--- src/rtl/ifetch_unit_pkg.sv ---
// Shared types for the instruction fetch unit: addresses, instruction words,
// the delivered fetch packet and the memory request format.
package ifetch_unit_pkg;

   localparam int ADDR_W  = 32;
   localparam int INSTR_W = 32;

   typedef logic [ADDR_W-1:0]  addr_t;
   typedef logic [INSTR_W-1:0] instr_t;

   typedef struct packed {
      instr_t raw;
      addr_t  pc;
   } fetch_pkt_t;

   typedef struct packed {
      addr_t       a;
      logic        we;
      logic [3:0]  be;
      logic [31:0] d;
   } mem_req_t;

   localparam int FETCH_W  = $bits(fetch_pkt_t);
   localparam int MEMREQ_W = $bits(mem_req_t);

   // Instruction fetches are always whole-word reads; be/d carry no meaning.
   function automatic mem_req_t make_read(input addr_t a);
      mem_req_t r;
      r.a  = a;
      r.we = 1'b0;
      r.be = 4'hf;
      r.d  = '0;
      return r;
   endfunction

endpackage

--- src/rtl/ifetch_unit_if.sv ---
// Generic valid/ready channel. The producer side uses the master modport,
// the consumer side uses the slave modport.
interface ifetch_unit_if #(
   parameter int W = 32
) ();

   logic         valid;
   logic         ready;
   logic [W-1:0] data;

   modport master (output valid, output data, input ready);
   modport slave  (input valid, input data, output ready);

endinterface

--- src/rtl/ifetch_addr_fifo.sv ---
// Address FIFO holding the PCs of live (not killed) memory requests in issue
// order. The head is visible combinationally so a response can be tagged with
// its address in the same cycle it arrives.
module ifetch_addr_fifo
   import ifetch_unit_pkg::*;
#(
   parameter  int DEPTH = 2,
   localparam int CNT_W = $clog2(DEPTH + 1)
) (
   input  logic             clk,
   input  logic             rst,
   input  logic             clr,
   input  logic             push,
   input  addr_t            push_data,
   input  logic             pop,
   output addr_t            head,
   output logic [CNT_W-1:0] count
);

   localparam int PTR_W = (DEPTH > 1) ? $clog2(DEPTH) : 1;

   addr_t            mem [DEPTH];
   logic [PTR_W-1:0] rd_ptr;
   logic [PTR_W-1:0] wr_ptr;

   // Pointers wrap explicitly so DEPTH need not be a power of two.
   function automatic logic [PTR_W-1:0] ptr_next(input logic [PTR_W-1:0] p);
      return (p == PTR_W'(DEPTH - 1)) ? '0 : p + 1'b1;
   endfunction

   assign head = mem[rd_ptr];

   // Pointer and occupancy bookkeeping; clear empties the FIFO without
   // touching the stored addresses.
   always_ff @(posedge clk) begin
      if (rst || clr) begin
         rd_ptr <= '0;
         wr_ptr <= '0;
         count  <= '0;
      end else begin
         if (push) wr_ptr <= ptr_next(wr_ptr);
         if (pop)  rd_ptr <= ptr_next(rd_ptr);
         case ({push, pop})
            2'b10:   count <= count + 1'b1;
            2'b01:   count <= count - 1'b1;
            default: count <= count;
         endcase
      end
   end

   // Address storage; contents are only meaningful below count.
   always_ff @(posedge clk) begin
      if (push) mem[wr_ptr] <= push_data;
   end

endmodule

--- src/rtl/ifetch_unit.sv ---
// Instruction fetch unit: issues fetch addresses to memory, pairs in-order
// memory responses with their PCs and delivers them with zero added latency.
// A flush turns every live request into a killed one whose response is
// silently dropped when it eventually returns.
module ifetch_unit
   import ifetch_unit_pkg::*;
#(
   parameter int MAX_INFLIGHT = 2
) (
   input  logic          clk,
   input  logic          rst,
   ifetch_unit_if.slave  pc,
   ifetch_unit_if.master fetched,
   input  logic          flush,
   ifetch_unit_if.master mem_req,
   ifetch_unit_if.slave  mem_resp
);

   localparam int CNT_W = $clog2(MAX_INFLIGHT + 1);

   logic [CNT_W-1:0] live;
   logic [CNT_W-1:0] kill_cnt;
   logic [CNT_W:0]   total;
   logic [CNT_W:0]   owed_after_flush;
   logic             room;
   logic             run;
   logic             fwd;
   logic             issue;
   logic             deliver;
   logic             drop;
   logic             flush_hit;
   addr_t            head;
   fetch_pkt_t       pkt;

   assign total = {1'b0, live} + {1'b0, kill_cnt};
   // A full unit never issues, even if a delivery frees a slot this cycle.
   assign room  = total < (CNT_W + 1)'(MAX_INFLIGHT);
   assign run   = !rst && !flush;
   assign fwd   = run && (kill_cnt == '0);

   // Issue side.
   assign mem_req.valid = run && pc.valid && room;
   assign mem_req.data  = make_read(pc.data);
   assign pc.ready      = run && mem_req.ready && room;
   assign issue         = pc.valid && pc.ready;

   // Delivery side: forward while nothing killed is still owed; otherwise
   // (or during flush) swallow responses unconditionally.
   assign pkt.raw       = mem_resp.data;
   assign pkt.pc        = head;
   assign fetched.data  = pkt;
   assign fetched.valid = fwd && mem_resp.valid && (live != '0);
   assign mem_resp.ready = !rst && (flush || (kill_cnt != '0) || fetched.ready);
   assign deliver       = fetched.valid && fetched.ready;
   assign drop          = run && (kill_cnt != '0) && mem_resp.valid;

   // On flush every outstanding request becomes owed, minus the one whose
   // response is being consumed in the flush cycle itself.
   assign flush_hit        = mem_resp.valid && (total != '0);
   assign owed_after_flush = total - (CNT_W + 1)'(flush_hit);

   ifetch_addr_fifo #(
      .DEPTH (MAX_INFLIGHT)
   ) u_fifo (
      .clk       (clk),
      .rst       (rst),
      .clr       (flush),
      .push      (issue),
      .push_data (pc.data),
      .pop       (deliver),
      .head      (head),
      .count     (live)
   );

   // Count of responses still to be discarded for killed requests.
   always_ff @(posedge clk) begin
      if (rst) begin
         kill_cnt <= '0;
      end else if (flush) begin
         kill_cnt <= owed_after_flush[CNT_W-1:0];
      end else if (drop) begin
         kill_cnt <= kill_cnt - 1'b1;
      end
   end

`ifndef SYNTHESIS
   // Protocol checks: memory must not answer a request never issued, and
   // the in-flight budget must hold.
   always_ff @(posedge clk) begin
      if (!rst) begin
         assert (!(mem_resp.valid && (live == '0) && (kill_cnt == '0)))
            else $error("ifetch_unit: mem_resp with no request in flight");
         assert (total <= (CNT_W + 1)'(MAX_INFLIGHT))
            else $error("ifetch_unit: in-flight budget exceeded");
      end
   end
`endif

endmodule

--- src/flat_wrapper.sv ---
// flat-port wrapper written by rule: the top's interface ports become plain ports
module ifetch_unit_flat import ifetch_unit_pkg::*;
#(
   parameter int MAX_INFLIGHT = 2
)
  (clk, rst, flush, pc_valid, pc_data, pc_ready, fetched_valid, fetched_data, fetched_ready, mem_req_valid, mem_req_data, mem_req_ready, mem_resp_valid, mem_resp_data, mem_resp_ready);
  ifetch_unit_if #(.W(ADDR_W)) pc_i ();
  ifetch_unit_if #(.W(FETCH_W)) fetched_i ();
  ifetch_unit_if #(.W(MEMREQ_W)) mem_req_i ();
  ifetch_unit_if #(.W(INSTR_W)) mem_resp_i ();
  input  logic clk;
  input  logic rst;
  input  logic flush;
  input wire logic [$bits(pc_i.valid)-1:0] pc_valid;
  input wire logic [$bits(pc_i.data)-1:0] pc_data;
  output wire logic [$bits(pc_i.ready)-1:0] pc_ready;
  output wire logic [$bits(fetched_i.valid)-1:0] fetched_valid;
  output wire logic [$bits(fetched_i.data)-1:0] fetched_data;
  input wire logic [$bits(fetched_i.ready)-1:0] fetched_ready;
  output wire logic [$bits(mem_req_i.valid)-1:0] mem_req_valid;
  output wire logic [$bits(mem_req_i.data)-1:0] mem_req_data;
  input wire logic [$bits(mem_req_i.ready)-1:0] mem_req_ready;
  input wire logic [$bits(mem_resp_i.valid)-1:0] mem_resp_valid;
  input wire logic [$bits(mem_resp_i.data)-1:0] mem_resp_data;
  output wire logic [$bits(mem_resp_i.ready)-1:0] mem_resp_ready;
  assign pc_i.valid = pc_valid;
  assign pc_i.data = pc_data;
  assign pc_ready = pc_i.ready;
  assign fetched_valid = fetched_i.valid;
  assign fetched_data = fetched_i.data;
  assign fetched_i.ready = fetched_ready;
  assign mem_req_valid = mem_req_i.valid;
  assign mem_req_data = mem_req_i.data;
  assign mem_req_i.ready = mem_req_ready;
  assign mem_resp_i.valid = mem_resp_valid;
  assign mem_resp_i.data = mem_resp_data;
  assign mem_resp_ready = mem_resp_i.ready;
  ifetch_unit #(.MAX_INFLIGHT(MAX_INFLIGHT)) u_core (.clk(clk), .rst(rst), .pc(pc_i), .fetched(fetched_i), .flush(flush), .mem_req(mem_req_i), .mem_resp(mem_resp_i));
endmodule
--- config.mk ---
export PLATFORM = sky130hd
export DESIGN_NAME = ifetch_unit_flat
export DESIGN_NICKNAME = d
export VERILOG_FILES = /design/src/rtl/ifetch_unit_pkg.sv /design/src/rtl/ifetch_unit_if.sv /design/src/rtl/ifetch_addr_fifo.sv /design/src/rtl/ifetch_unit.sv /design/src/flat_wrapper.sv
export SDC_FILE = /design/constraint.sdc
export NUM_CORES = 1
export LEC_CHECK = 0
export CAP_MARGIN = 20
export CORE_ASPECT_RATIO = 1.5
export CORE_MARGIN = 10
export CORE_UTILIZATION = 41
export DETAILED_ROUTE_END_ITERATION = 12
export PLACE_DENSITY = 0.86
export REMOVE_ABC_BUFFERS = 1
export SYNTH_ARGS = -nofsm -noshare
export SYNTH_HDL_FRONTEND = slang
export SYNTH_SLANG_ARGS = --single-unit
--- constraint.sdc ---
create_clock -name clk -period 9 [get_ports clk]
set_input_delay 1.8 -clock clk [delete_from_list [all_inputs] [get_ports clk]]
set_output_delay 1.8 -clock clk [all_outputs]
set_load 0.02 [all_outputs]
-- After elaboration in Yosys (flattened, before gate mapping)
Memories as Yosys holds them, arrays and structs flattened. A register that Yosys moved wholly into a read port is not among the register bits.
Cells that the tools add are included.
- bits in registers: 6
- bits in latches: 0
- bits in writable memories: 64
- memory bits (read-only): 0
- bits of input ports: 71
- memories: 1
- memories (name ; depth ; width ; read ports ; clocked after memory_dff ; wr ports ; line ; source):
    u_core.u_fifo.mem ; 2 ; 32 ; 1 ; 1 ; 1 ; ifetch_addr_fifo.sv:22 ; addr_t mem [DEPTH];
- add/subtract/negate cells: 7
- multipliers: 0
- div/mod/pow operators: 0
- $lt $le $gt $ge: 1
- equal/unequal tests: 2
- shift operators: 0
- mux-type cells: 9
- bitwise logic cells: 0
- reductions and logical operators: 25
- operators with widths (kind ; count):
    logical AND 1 bit ; 14
    nonzero test 2 bit ; 4
    2-to-1 mux 1 bit ; 6
    2-to-1 mux 2 bit ; 2
    one-hot mux 2 bit (2 select lines) ; 1
    subtractor 2 x 1 -> 2 bit (second input constant) ; 2
    adder 2 x 2 -> 3 bit ; 1
    logical OR 1 bit ; 3
    < comparator 3 x 2 -> 1 bit (second input constant) ; 1
    nonzero test 3 bit ; 1
    adder 1 bit (second input constant) ; 2
    adder 2 x 1 -> 2 bit (second input constant) ; 1
    equality test 2 x 1 -> 1 bit (second input constant) ; 1
    equality test 2 bit (second input constant) ; 1
    zero test 1 bit ; 2
    zero test 2 bit ; 1
    subtractor 2 x 1 -> 2 bit ; 1

-- Longest topological paths before layout
Gate-level depths: netlist of run 1.
- depth after elaboration: 8
- gate-level depth with buffers: 9
- mapped depth without buffers: 9

-- Cells and area by module
Synthesis of run 1 repeated with hierarchy kept, for this count alone.
- cell total of the unflattened synthesis: 254
- area, all modules: 3524.6 um^2
- modules (own cells, without submodules) (module ; times used ; cells each ; area each (um^2)):
    ifetch_addr_fifo ; 1 ; 120 ; 2501.1
    ifetch_unit ; 1 ; 134 ; 1023.5

-- Worst setup path after synthesis of run 1
OpenSTA, ideal clock, no wires.
- kind: input port to output port
- from: input flush
- to: output fetched_valid
- arrival: 2580 ps
- path slack: 4620 ps
- cell stages on the path: 2
- path buffers: 0
- cell sequence: or2_4 nor3_1
- cells in the longest elaborated chain, start to end: 5
- RTL lines (what ; line ; source):
    start: declaration ; flat_wrapper.sv:13 ; input logic flush;
    zero test 1 bit ; ifetch_unit.sv:38 ; assign run = !rst && !flush;
    logical AND 1 bit ; ifetch_unit.sv:38 ;
    logical AND 1 bit ; ifetch_unit.sv:39 ; assign fwd = run && (kill_cnt == '0);
    logical AND 1 bit (2 in series) ; ifetch_unit.sv:52 ; assign fetched.valid = fwd && mem_resp.valid && (live != '0);
    end: declaration ; flat_wrapper.sv:17 ; output wire logic [$bits(fetched_i.valid)-1:0] fetched_valid;
No other way between the ends.

-- Final worst setup path of run 1
Same ends and word-level chain as after synthesis.

==> impl_metrics.tcl, run 1 <==
set metrics [dict create \
    synthCells 257 \
    cts_buffers 9 \
    finalSetupViolations 0 \
    synth_top_area_share_pct 54.2 \
    clock_latency_ns 0.32 \
    reg2reg_slack_ns 6.15 \
    fin_crit_sh_pct 59.3 \
    cts_sinks 71 \
    synth_cell_types 31 \
    worstHoldStart "u_core.u_fifo.rd_ptr" \
    htreeDepth 3 \
    grt_pass1_vias 2111 \
    worstReg2RegEnd "u_core.u_fifo.mem[1][0]" \
    die_w_um 95.9 \
    drv_cap 0 \
    ys_seq_area_share_pct 58.2 \
    irDropWorstVdd_mv 0.0885 \
    critPathRequiredTime_ns 7.20 \
    nets 381 \
    final_area_um2 4390 \
    path_cells "clkdlybuf4s50_1 > or2_4 > nor3_1 > clkdlybuf4s50_1" \
    worstMarginPinSlew_ns 0.956 \
    status "finished, final reports clean" \
    post_cts_buffers 0 \
    use_met1_pct 13.2 \
    syn_to_final_growth_pct 24.0 \
    wl_per_cell_um 19.9 \
    firstDrtPassIters 4 \
    ff2ff_path_depth 6 \
    rsz0062_at_grt "false" \
    path_clk_slew_ns 0.05 \
    portBuffers 106 \
    crit_type "input port to output pin" \
    antenna_cells 0 \
    grt_antenna_before_repair 0 \
    relSlewSlack_pct 36.1 \
    setup.worst_path.start "flush" \
    cpPeakStageDelay_ns 0.65 \
    ys_ff_latch 71 \
    core-area_um2 8410 \
    slew_violations 0 \
    placed_cell_area_um2 4120 \
    dieArea_um2 12800 \
    arrival_ns 3.53 \
    crit_top_cell "clkdlybuf4s50_1" \
    timing.setup.tns_ns 0 \
    crit_fanout 8 \
    vias 1897 \
    grt_pass1_wl_um 12100 \
    fp-row-count 41 \
    synth_warnings 0 \
    num_io_pins 208 \
    startpoint_type "input port" \
    grt_max_degree 33 \
    cts_max_path_buffers 2 \
    hpwl_um 6510 \
    drt_iter0_markers 56 \
    power_density_nw_per_um2 180 \
    endpoint "fetched_valid" \
    fin_crit_ns 5.33 \
    die_y_um 134 \
    postCtsHoldBufs 0 \
    ant_nets 0 \
    grt_use_met2_pct 19.8 \
    finalHoldViolations 0 \
    end_kind "output pin" \
    cts_tree "done" \
    synth_area_leader_cell "edfxtp_1" \
    vias_per_cell 4.56 \
    synthesis.area_um2 3540 \
    initial_core_util_pct 42.1 \
    max_freq_mhz 187 \
    top_usage_layer "met2" \
    min-delay-path-class "flip-flop to flip-flop" \
    r2r_start "u_core.u_fifo.count[0]" \
    globalRouteTotalUtil_pct 12.6 \
    drt_wl_total_um 8290 \
    p_leak_uw 0.00154 \
    ctsRootBufferMaster "clkbuf_16" \
    drive_gt1_share_pct 15.5 \
    syn_area_per_cell_um2 13.8 \
    cts_resized 0 \
    cpMaxStageDelayCell "clkdlybuf4s50_1" \
    ys_top_cells_by_area "edfxtp_1 (54%), buf_4 (21%), mux2_2 (9.5%), dfxtp_1 (4.0%), ha_1 (1.4%)" \
    route.detailed.drc 0 \
    skew_ns 0.00738 \
    use_met3_pct 8.38 \
    overflow 0 \
    gp_congestion 0.730 \
]
registers in the layout (all words and copies together), names as in the netlist, named ones only:
name                  flops
u_core.kill_cnt           2
u_core.u_fifo.count       2
u_core.u_fifo.mem        64
u_core.u_fifo.rd_ptr      1
u_core.u_fifo.wr_ptr      1
routing by layer:
metal | share of wire [%] | up-vias
li1 | - | 852
met1 | 37 | 906
met2 | 49 | 127
met3 | 13 | 10
met4 | 0.98 | 2
met5 | 0.51 | -
Yosys cell counts:
master and instances:
nor4b_1 1, or3_1 1, nand4_1 2, and2_1 1, or2_4 1, buf_2 3, ha_1 4, o21a_1 1
nor3_1 1, mux2_2 30, inv_1 6, and2b_2 1, mux2i_1 2, o21ai_0 1, a21boi_0 1, nand2b_1 1
mux2_1 2, conb_1 2, xor2_1 1, fa_1 1, xnor2_1 4, edfxtp_1 64, dfxtp_1 7, nor2_1 8
a221oi_1 1, buf_4 101, nand2_1 2, nor4b_4 1, clkbuf_1 1, and3_1 2, a21oi_1 3
layout by cell type, fill, tap and decap left out, types with 2 or more instances in the layout:
cell type,count
clkdlybuf4s50_1,106
mux2_2,30
mux2_1,2
dfxtp_1,7
nand2_1,2
nor2_4,2
edfxtp_1,64
nor2_1,6
mux2i_1,2
and3_1,2
xnor2_1,4
conb_1,37
ha_1,4
a21oi_1,3
nand4_1,2
clkbuf_16,9
inv_1,6
clkinv_1,2
power breakdown:
part | leakage (µW) | switching (µW) | internal [µW]
Clock | 0.000133 | 117 | 210
Sequential | 0.000635 | 1.97 | 365
Combinational | 0.000775 | 53.0 | 43.2
worst max-delay path, delay by kind of cell:
kind | cells | cell delay [ns]
buffers and inverters | 2 | 1.17
AND/OR/NAND/NOR | 2 | 0.56
per-stage QoR:
stage | instances | power [µW] | hold WS (ns) | setup slack, ns | util, %
final | 416 | 790 | 0.479 | 3.67 | 52.2
after global routing | 416 | 820 | 0.497 | 3.59 | 52.2
after CTS | 416 | 800 | 0.486 | 3.66 | 52.2
after detailed placement | 401 | 470 | 0.476 | 3.68 | 48.9
after global placement | 401 | 468 | 0.463 | 3.72 | 48.9
after floorplan | 187 | 411 | 0.437 | 4.62 | -
worst min-delay path by stage:
stage	end	depth (start not counted)
after global routing	u_core.u_fifo.rd_ptr	1
final	u_core.u_fifo.rd_ptr	1
after CTS	u_core.u_fifo.rd_ptr	1
after floorplan	flip-flop	1
after global placement	u_core.u_fifo.rd_ptr	1
after detailed placement	u_core.u_fifo.rd_ptr	1
final cells by class:
class | count | area [µm²]
Clock inverter | 5 | 50.0
Timing Repair Buffer | 107 | 1070
Multi-Input combinational cell | 110 | 828
Inverter | 6 | 22.5
Clock buffer | 10 | 229
Fill cell | 720 | 4020
Tap cell | 107 | 134
Sequential cell | 71 | 2060
cell families (layout without fill, tap and decap cells):
| kind of cell | after synthesis | after routing | synth area share [%] |
|---|---|---|---|
| AOI/OAI and AO/OA | 7 | 7 | 1.24 |
| xor gates and xnor gates | 5 | 5 | 1.24 |
| adders and majority gates | 5 | 5 | 1.98 |
| buffers and inverters | 111 | 128 | 22.6 |
| DFF | 71 | 71 | 58.2 |
| muxes | 34 | 34 | 10.7 |
| other | 2 | 37 | 0.212 |
| and+or+nand+nor | 22 | 22 | 3.85 |
Power figures use the tool's default switching activity.
==> run 2, diff against run 1 <==
CORE_UTILIZATION = 34   (was 41)
PLACE_DENSITY = 0.76   (was 0.86)
clock period = 4.8 ns   (was 9 ns; I/O delays follow)
==> impl_metrics.tcl, run 2 (synthesized netlist as in run 1, its figures left out) <==
set metrics [dict create \
    largest_registers "u_core.u_fifo.mem (64), u_core.kill_cnt (2), u_core.u_fifo.count (2)" \
    swShare_pct 22.0 \
    cts_buffers 9 \
    comb_power_share_pct 12.2 \
    finalHoldViolations 0 \
    fin_util_pct 43.5 \
    vias_per_cell 4.44 \
    ant_nets 0 \
    fin_crit_ns 3.65 \
    critPathRequiredTime_ns 3.84 \
    ff2ff_path_depth 6 \
    cts_resized 0 \
    p_leak_uw 0.00155 \
    crit_fanout 8 \
    final_area_um2 4410 \
    antenna_cells 0 \
    layout_commonest_cell "clkdlybuf4s50_1" \
    pwr-share-clk_pct 41.6 \
    fp-row-count 45 \
    core-area_um2 10100 \
    nFillCells 908 \
    slew_violations 0 \
    end_kind "output pin" \
    cts_max_path_buffers 2 \
    drv_cap 0 \
    dieArea_um2 15000 \
    cts_tree "done" \
    ff_latch_area_um2 2060 \
    skew_ns 0.00713 \
    irDropWorstVdd_mv 0.147 \
    globalRouteTotalUtil_pct 10.7 \
    initial_core_util_pct 35.0 \
    overflow 0 \
    clock_latency_ns 0.32 \
    vias 1896 \
    relSlewSlack_pct 34.3 \
    num_io_pins 208 \
    portBuffers 106 \
    drt_iter0_markers 59 \
    htreeDepth 3 \
    stdcell_count 427 \
    wl_per_cell_um 19.2 \
    cts_sinks 71 \
    post_cts_buffers 0 \
    worstMarginPinSlew_ns 0.983 \
    drt_wl_total_um 8210 \
    die_y_um 145 \
    min-delay-path-class "flip-flop to flip-flop" \
    fin_crit_sh_pct 76.0 \
    place_inst 411 \
    multi_input_area_um2 828 \
    placed_cell_area_um2 4130 \
    rsz0062_at_grt "false" \
    path_clk_slew_ns 0.05 \
    finalSetupViolations 0 \
    grt_pass1_wl_um 12000 \
    ctsRootBufferMaster "clkbuf_16" \
    regMostFlops "u_core.u_fifo.mem" \
    gp_congestion 0.756 \
    power.switching_uw 328 \
    timing.setup.tns_ns 0 \
    power_density_nw_per_um2 338 \
    grt_pass1_vias 2102 \
    crit_type "input port to output pin" \
    grt_antenna_before_repair 0 \
    layout_common_cells "clkdlybuf4s50_1 (106), edfxtp_1 (64), conb_1 (37)" \
    die_w_um 103 \
    holdPathStages 1 \
    largest_reg_flops 64 \
    p_int_uw 1160 \
    drive_gt1_share_pct 15.8 \
    syn_to_final_growth_pct 24.4 \
    max_freq_mhz 274 \
    postCtsHoldBufs 0 \
    nets 381 \
    firstDrtPassIters 4 \
    arrival_ns 2.69 \
    hpwl_um 6320 \
    startpoint_type "input port" \
    p_seq_share_pct 46.2 \
    route.detailed.drc 0 \
    report.power.total_uw 1490 \
    grt_max_degree 33 \
    status "finished, final reports clean" \
]
==> run 2: changes by cell type in the layout (fill, tap and decap cells not counted) <==
cell        change
clkinv_2        +2
clkinv_1        -1
clkinvlp_4      -1
clkbuf_1        +1
==> run 2: per-layer routing <==
layer  track usage [%]  wire (µm)  part of all wire [%]
met1              11.2       3200                    39
met2              15.7       3740                    46
met3              7.78       1110                    13
met4              4.19        112                   1.4
met5              4.38         49                  0.60
==> run 2: final timing paths <==
check	startpoint	slack (ns)	to
setup / recovery	flush	1.15	fetched_valid
hold / removal	u_core.u_fifo.rd_ptr	0.47	u_core.u_fifo.rd_ptr
setup reg to reg	u_core.u_fifo.count[0]	1.92	u_core.u_fifo.mem[1][17]
hold reg to reg	u_core.u_fifo.rd_ptr	0.47	u_core.u_fifo.rd_ptr
==> run 2: critical path, cell delays in order <==
cell and delay, ns:
clkdlybuf4s50_1 0.54, or2_4 0.34, nor3_1 0.21, clkdlybuf4s50_1 0.64
==> run 2: final cells by class <==
| cell class | count | share of cell area, % |
|---|---|---|
| well taps | 117 | 3.32 |
| clock inverters | 5 | 1.11 |
| multi-input cells | 110 | 18.8 |
| inverters | 6 | 0.511 |
| clock buffers | 11 | 5.28 |
| repair buffers | 107 | 24.2 |
| flip-flops and latches | 71 | 46.8 |
==> run 2: metrics by stage <==
step / setup WS, ns / hold slack (ns)
after floorplan: 1.60 / 0.437
after global placement: 1.19 / 0.458
after detailed placement: 1.16 / 0.459
after CTS: 1.15 / 0.466
after global routing: 1.12 / 0.506
final: 1.15 / 0.467
==> run 2: power by group through the flow <==
| stage | clock network, µW | logic [µW] | registers, µW |
|---|---|---|---|
| after detailed placement | 0 | 182 | 701 |
| after floorplan | 0 | 69.8 | 700 |
| final | 620 | 182 | 688 |
| after CTS | 638 | 183 | 688 |
| after global placement | 0 | 179 | 700 |
| after global routing | 670 | 196 | 689 |
==> run 3, diff against run 2 <==
CORE_UTILIZATION = 38   (was 34)
PLACE_DENSITY = 0.81   (was 0.76)
clock period = 3.7 ns   (was 4.8 ns; I/O delays follow)
==> impl_metrics.tcl, run 3 (synthesized netlist as in run 1, its figures left out) <==
set metrics [dict create \
    max_freq_mhz 309 \
    firstDrtPassIters 4 \
    startpoint_type "flip-flop" \
    core-area_um2 9200 \
    crit_type "flip-flop to output pin" \
    drt_wl_total_um 8100 \
    finalSetupViolations 0 \
    place_ws_ns 0.515 \
    final_area_um2 4420 \
    largest_registers "u_core.u_fifo.mem (64), u_core.kill_cnt (2), u_core.u_fifo.count (2)" \
    crit_family "adder cells" \
    fin_crit_ns 3.24 \
    grt_antenna_before_repair 0 \
    grt_max_degree 33 \
    gp_congestion 0.748 \
    htreeDepth 3 \
    cp_num_buf_inv 2 \
    postCtsHoldBufs 0 \
    wl_per_cell_um 19.1 \
    path_clk_slew_ns 0.05 \
    irDropWorstVdd_mv 0.233 \
    dieArea_um2 13700 \
    hpwl_um 6360 \
    drt_iter0_markers 65 \
    nFillCells 808 \
    arrival_ns 2.50 \
    cts_buffers 9 \
    crit_fanout 4 \
    fin_util_pct 48.1 \
    cts_sinks 71 \
    timing.setup.tns_ns 0 \
    end_kind "output pin" \
    ctsRootBufferMaster "clkbuf_16" \
    antenna_cells 0 \
    rsz0062_at_grt "false" \
    cts_resized 0 \
    worst_hold_slack_ns 0.463 \
    fin_crit_sh_pct 87.4 \
    layout_commonest_cell "clkdlybuf4s50_1" \
    power_density_nw_per_um2 424 \
    p_leak_uw 0.00155 \
    globalRouteTotalUtil_pct 11.4 \
    skew_ns 0.00641 \
    vias_per_cell 4.50 \
    path_cells "ha_1 > inv_1 > fa_1 > and2_1 > and3_1 > clkdlybuf4s50_1" \
    reg2reg_slack_ns 1.05 \
    grt_pass1_wl_um 11900 \
    largest_reg_flops 64 \
    fp-row-count 43 \
    num_io_pins 208 \
    ff_latch_area_um2 2060 \
    status "finished, final reports clean" \
    initial_core_util_pct 38.5 \
    min-delay-path-class "flip-flop to flip-flop" \
    drv_cap 0 \
    multi_input_area_um2 828 \
    portBuffers 106 \
    cpPeakStageDelay_ns 0.61 \
    finalHoldViolations 0 \
    cts_max_path_buffers 2 \
    critPathRequiredTime_ns 2.96 \
    post_cts_buffers 0 \
    clock_latency_ns 0.32 \
    nets 383 \
    regMostFlops "u_core.u_fifo.mem" \
    placed_cell_area_um2 4160 \
    grt_pass1_vias 2168 \
    syn_to_final_growth_pct 24.8 \
    die_y_um 138 \
    overflow 0 \
    cpMaxStageDelayCell "clkdlybuf4s50_1" \
    route.detailed.drc 0 \
    drive_gt1_share_pct 16.3 \
    ant_nets 0 \
    cts_tree "done" \
    die_w_um 98.8 \
    worst_slack_ns 0.465 \
    layout_common_cells "clkdlybuf4s50_1 (106), edfxtp_1 (64), conb_1 (37)" \
    slew_violations 0 \
    vias 1907 \
]
-- run 3: cell type report --
class,count,share of cell area (%)
Tap cell,112,3.17
Sequential cell,71,46.6
Multi-Input combinational cell,110,18.7
Timing Repair Buffer,109,25.1
Inverter,6,0.509
Clock inverter,4,0.566
Clock buffer,12,5.35
-- run 3: metrics by stage --
stage	cells	total power, µW
global route	424	1950
global placement	408	1140
floorplan	187	999
finish	424	1870
detailed placement	408	1150
CTS	424	1900
-- run 3: where the power goes --
| part | internal, µW | switching (µW) | total, µW |
|---|---|---|---|
| combinational | 106 | 130 | 237 |
| clock | 451 | 294 | 745 |
| sequential | 888 | 4.31 | 892 |
-- run 3: worst register-to-register path, delay by kind of cell, from the launching register on --
family	cells	cell delay (ns)
AOI/OAI and AO/OA	1	0.14
adders and majority gates	3	1.14
buffers and inverters	1	0.05
DFF	1	0.41
and+or+nand+nor	3	0.85
-- run 3: final timing paths --
check / from / to / cells after the start
max reg2reg: u_core.u_fifo.count[0] / u_core.u_fifo.count[1] / 8
min reg2reg: u_core.u_fifo.rd_ptr / u_core.u_fifo.rd_ptr / 1
max: u_core.u_fifo.count[0] / mem_req_valid / 6
min: u_core.u_fifo.rd_ptr / u_core.u_fifo.rd_ptr / 1
-- run 3: metal layers --
metal	GRT usage, %	vias up	wire, µm
li1	-	858	-
met1	11.4	913	2940
met2	17.4	120	3890
met3	7.78	14	1080
met4	5.68	2	147
met5	3.44	-	46
